$ cat src/rtl/fetch_pc_gen.sv
// Fetch PC generator: holds the fetch PC, presents a two-slot fetch group and
// steers the next PC from BTB predictions, execute redirects or sequential fallthrough.
module fetch_pc_gen #(
   parameter int unsigned     XLEN     = 32,
   parameter logic [XLEN-1:0] RESET_PC = 32'h0000_0000
) (
   input  logic                 clock,
   input  logic                 reset,
   input  logic                 fetch_ready,
   input  logic [1:0][XLEN-1:0] btb_target_pc,
   input  logic [1:0]           btb_target_valid,
   input  logic                 redirect_valid,
   input  logic [XLEN-1:0]      redirect_pc,
   input  logic                 halt,
   output logic [1:0][XLEN-1:0] fetch_pc,
   output logic [1:0]           fetch_valid,
   output logic [31:0]          fetch_group_count,
   output logic [1:0]           debug_state
);

   typedef enum logic [1:0] {
      ST_IDLE   = 2'd0,
      ST_FETCH  = 2'd1,
      ST_HALTED = 2'd2
   } state_t;

   state_t            state_q;
   state_t            state_d;
   logic [XLEN-1:0]   pc_q;
   logic [XLEN-1:0]   pc_plus4;
   logic [XLEN-1:0]   pc_plus8;
   logic [XLEN-1:0]   pc_predicted;
   logic [31:0]       count_q;
   logic              in_fetch;
   logic              slot1_ok;
   logic              accept;

   function automatic logic [XLEN-1:0] align4(input logic [XLEN-1:0] addr);
      return {addr[XLEN-1:2], 2'b00};
   endfunction

   assign pc_plus4 = pc_q + XLEN'(4);
   assign pc_plus8 = pc_q + XLEN'(8);

   assign fetch_pc[0]       = pc_q;
   assign fetch_pc[1]       = pc_plus4;
   assign fetch_group_count = count_q;
   assign debug_state       = state_q;

   // Handshake: a group transfers on a clock edge where fetch_valid[0] and
   // fetch_ready are both high and no redirect is present; with fetch_ready
   // low the group is held unchanged (slot-1 valid still tracks the BTB hit).
   assign in_fetch = (state_q == ST_FETCH);
   assign slot1_ok = ~pc_q[2] & ~btb_target_valid[0];
   assign accept   = in_fetch & fetch_ready & ~redirect_valid;

   // FSM: state register
   always_ff @(posedge clock or negedge reset) begin
      if (!reset) begin
         state_q <= ST_IDLE;
      end else begin
         state_q <= state_d;
      end
   end

   // FSM: next-state logic; redirect overrides everything, including halt
   always_comb begin
      state_d = state_q;
      if (redirect_valid) begin
         state_d = ST_FETCH;
      end else begin
         case (state_q)
            ST_IDLE:   state_d = ST_FETCH;
            ST_FETCH:  if (halt) state_d = ST_HALTED;
            ST_HALTED: state_d = ST_HALTED;
            default:   state_d = ST_IDLE;
         endcase
      end
   end

   // FSM: outputs
   always_comb begin
      fetch_valid = 2'b00;
      if (in_fetch) begin
         fetch_valid = {slot1_ok, 1'b1};
      end
   end

   // Slot-1 BTB hit only counts when slot 1 is actually part of the group.
   always_comb begin
      pc_predicted = align4(pc_plus4);
      if (btb_target_valid[0]) begin
         pc_predicted = align4(btb_target_pc[0]);
      end else if (fetch_valid[1] && btb_target_valid[1]) begin
         pc_predicted = align4(btb_target_pc[1]);
      end else if (fetch_valid[1]) begin
         pc_predicted = align4(pc_plus8);
      end
   end

   always_ff @(posedge clock or negedge reset) begin
      if (!reset) begin
         pc_q <= RESET_PC;
      end else if (redirect_valid) begin
         pc_q <= align4(redirect_pc);
      end else if (accept) begin
         pc_q <= pc_predicted;
      end
   end

   always_ff @(posedge clock or negedge reset) begin
      if (!reset) begin
         count_q <= 32'd0;
      end else if (accept) begin
         count_q <= count_q + 32'd1;
      end
   end

endmodule

$ cat config.mk
export PLATFORM = sky130hd
export DESIGN_NAME = fetch_pc_gen
export DESIGN_NICKNAME = d
export VERILOG_FILES = /design/src/rtl/fetch_pc_gen.sv
export SDC_FILE = /design/constraint.sdc
export NUM_CORES = 1
export LEC_CHECK = 0
export ABC_AREA = 1
export BUFFER_PORTS_ARGS = -buffer_cell sky130_fd_sc_hd__buf_2
export CORE_MARGIN = 2
export CORE_UTILIZATION = 45
export DETAILED_ROUTE_END_ITERATION = 6
export HOLD_SLACK_MARGIN = 0.05
export MAX_ROUTING_LAYER = met4
export PLACE_DENSITY_LB_ADDON = 0.2
export SETUP_SLACK_MARGIN = 0.5
export SLEW_MARGIN = 0
export SYNTH_ARGS = -nofsm -noshare
export SYNTH_HDL_FRONTEND = slang
export SYNTH_SLANG_ARGS = --single-unit
$ cat constraint.sdc
create_clock -name clock -period 1.99 [get_ports clock]
set_input_delay 0.0995 -clock clock [delete_from_list [all_inputs] [get_ports clock]]
set_output_delay 0.0995 -clock clock [all_outputs]
set_load 0.1 [all_outputs]
==> metrics.txt <==
DIE HEIGHT=114 um; TNS Setup=-2.18 ns; maximum vdd ir drop=0.00107 V; worst hold margin=0.0462 ns; antenna-violating nets left=0; max cap viols=0; clock sink count=64; Pleak=5.00 nW; post-synthesis sequential area ratio=0.294; global-route wire length before repair=35.4 mm; prevailing post-synth register cell=dfrtp_1; CP arrival=2.07 ns; Non-Filler Instances=1282; die span in x=114 um; Post-Syn Area=5440 um2; Post-synth EDFFs=0; WL/cell=22.5 um; Worst Clk Skew=0.0103 ns; die area=13000 um2; Crit-path slowest cell=dfrtp_4; Final Instance Area=10400 um2; status=finished, violations left; Crit path required time=1.89 ns; CP max FO=4; initial antenna violation count=2; xor/xnor share of the synthesized area=0.0876; later-pin clock latency in the skew report=0.36 ns; Crit Path Class=reg2out; Async SR Flop Fraction=1.00; fin worst setup slack=-0.179 ns; max-slew violations=0; largest net degree at the start of global routing=65; vias in the first global route=6972; worst-path cell chain=nand2_1 > nor2_2 > nand2_1 > nor2_4 > nand2_2 > nand2_2 > and2_4 > buf_12; flops & latches, synth=64; total grt overflow=0; Placement Cell Area=7800 um2; cell family with most CP delay=simple AND/OR/NAND/NOR gates; DRC Markers=0; row cnt=40; Num CTS Buffers=9; ratio of cells with drive above 1 in the final layout=0.591; critical path buffer and inverter count=1; sequential cell area=1770 um2; Compound-Gate Fraction of Synth Area=0.123; Ys Warns=0; aggregate routed wire length=28.8 mm; HP Class=in2reg; Via density=6.06; I/O pin count=203; Syn-to-layout area delta=90.3%; initial core utilization=0.457; fin nets=1236; worst slack, placed=-0.00233 ns; most frequent cells in the layout=164 x nand2_1, 151 x buf_2, 81 x inv_1; final number of setup-violating endpoints=31; area of the multi-input gates=4770 um2; Final period util=1.09; failing checks=setup timing; CP Capture Type=primary output; commonest non-fill, non-tap cell in the layout=nand2_1; gate count after technology mapping=812; crit path launch type=flop; GPL Wtd Cong=0.940; htree depth=3; Initial DRT Pass Iterations=5; fin util=0.870; adder-cell share of the synthesized area=0.0115; total power=12.8 mW; fmax=461 MHz; CTS tree=yes; CORE AREA=11900 um2; Max-slew headroom=0.241; final worst path period need=2.17 ns; Port Buffers=192; CTS clk-pin slew, worst paths=0.06 ns; Tot GR Track Use=0.362; simple-gate area share of the yosys netlist=0.384; CTS max path bufs=2; crit-path max cell delay=0.46 ns; First DRT Iteration DRCs=787; Slew @ Worst Pin=1.13 ns; DP Cell Count=1150; synth unique cells=49; total number of vias=7773; largest family of logic cells by synthesized area=simple AND/OR/NAND/NOR gates; post-synthesis mux area share=0; DP HPWL=14.3 mm; unrepaired setup endpoints after global routing=yes; CTS root buffer=clkbuf_16; pwr dens=1240 nW/um2; post-synthesis average cell area=6.70 um2; # fillers=558; Final Hold Fails=0
[timing repair]
action / CTS / global route
endpoints found under the hold margin: 67 / 0
hold buffers: 4 / 0
resized for setup: 226 / 124
setup endpoints to repair: 88 / 97
cloned: 4 / 0
buffers inserted: 66 / 40
pin swaps: 76 / 90
[synth_stat cells (2+ instances only)]
library cell,number,share of area
a21oi_1,33,0.030
a221oi_1,11,0.018
a22oi_1,3,0.0041
and2_1,7,0.0080
buf_2,5,0.0046
buf_4,8,0.011
clkbuf_1,12,0.0083
dfrtp_1,64,0.29
ha_1,5,0.011
inv_1,91,0.063
inv_2,7,0.0048
nand2_1,224,0.15
nand2_2,12,0.014
nand2_4,2,0.0041
nand3_1,79,0.073
nand3b_1,2,0.0028
nand4_1,6,0.0069
nor2_1,56,0.039
nor2_2,19,0.022
nor2_4,13,0.027
nor3_1,12,0.011
nor3_2,2,0.0037
o211ai_1,4,0.0055
o21ai_0,48,0.044
o21bai_1,5,0.0069
o221a_2,2,0.0041
o22ai_1,2,0.0023
or2_2,9,0.010
xnor2_1,16,0.026
xor2_1,31,0.050
xor2_2,4,0.012
[worst paths after layout]
kind,end,cells past startpoint,startpoint,slack (ns)
max,fetch_pc[58],8,pc_q[16],-0.18
min,pc_q[28],3,btb_target_pc[28],0.05
max reg2reg,pc_q[22],10,pc_q[3],-0.18
min reg2reg,fetch_group_count[31],1,fetch_group_count[31],0.47
max in group asynchronous,pc_q[17],3,reset,1.33
min in group asynchronous,debug_state[1],3,reset,0.29
[final cells by class]
| class | count | share of cell area |
|---|---|---|
| Antenna cell | 2 | 0.000483 |
| Clock buffer | 12 | 0.0257 |
| Clock inverter | 4 | 0.00495 |
| Inverter | 100 | 0.0416 |
| Multi-Input combinational cell | 624 | 0.460 |
| Sequential cell | 64 | 0.171 |
| Tap cell | 147 | 0.0178 |
| Timing Repair Buffer | 328 | 0.277 |
| Timing Repair inverter | 1 | 0.00109 |
[power breakdown]
part           switching [mW]  total, mW  internal, mW
Sequential              0.502       2.17          1.66
Clock                   0.690       1.76          1.07
Combinational            6.10       8.88          2.78
Total                    7.29       12.8          5.52
[kinds of logic (layout without fill, tap and decap cells)]
kind of cell | after synthesis | in the layout
and+or+nand+nor | 449 | 450
xor gates and xnor gates | 51 | 51
adders and majority gates | 5 | 5
AOI/OAI and AO/OA | 114 | 114
buffers and inverters | 128 | 445
other | 1 | 6
DFF | 64 | 64
[worst register-to-register path, cell delays in order, from the launching register on]
cell      delay (ns)
dfrtp_4         0.45
buf_4           0.15
nand3_1         0.23
nor2_4          0.20
nand3_1         0.19
inv_1           0.17
nand3_1         0.10
nand3_1         0.12
nand2_1         0.08
o21bai_1        0.23
a21oi_1         0.12
[flip-flops by register name, summed over array words and instances (netlist names)]
signal,cells
pc_q,30
debug_state,2
fetch_group_count,32
[per-layer routing]
metal | track usage | wire length [um] | share of wire | up-vias
met3 | 0.0956 | 2980 | 0.10 | 222
met4 | 0.168 | 2140 | 0.074 | 0
li1 | - | - | - | 3244
met1 | 0.406 | 9680 | 0.34 | 3668
met2 | 0.605 | 14000 | 0.49 | 639
met5 | - | 0 | 0 | -
(Power assumes the default switching activity.)
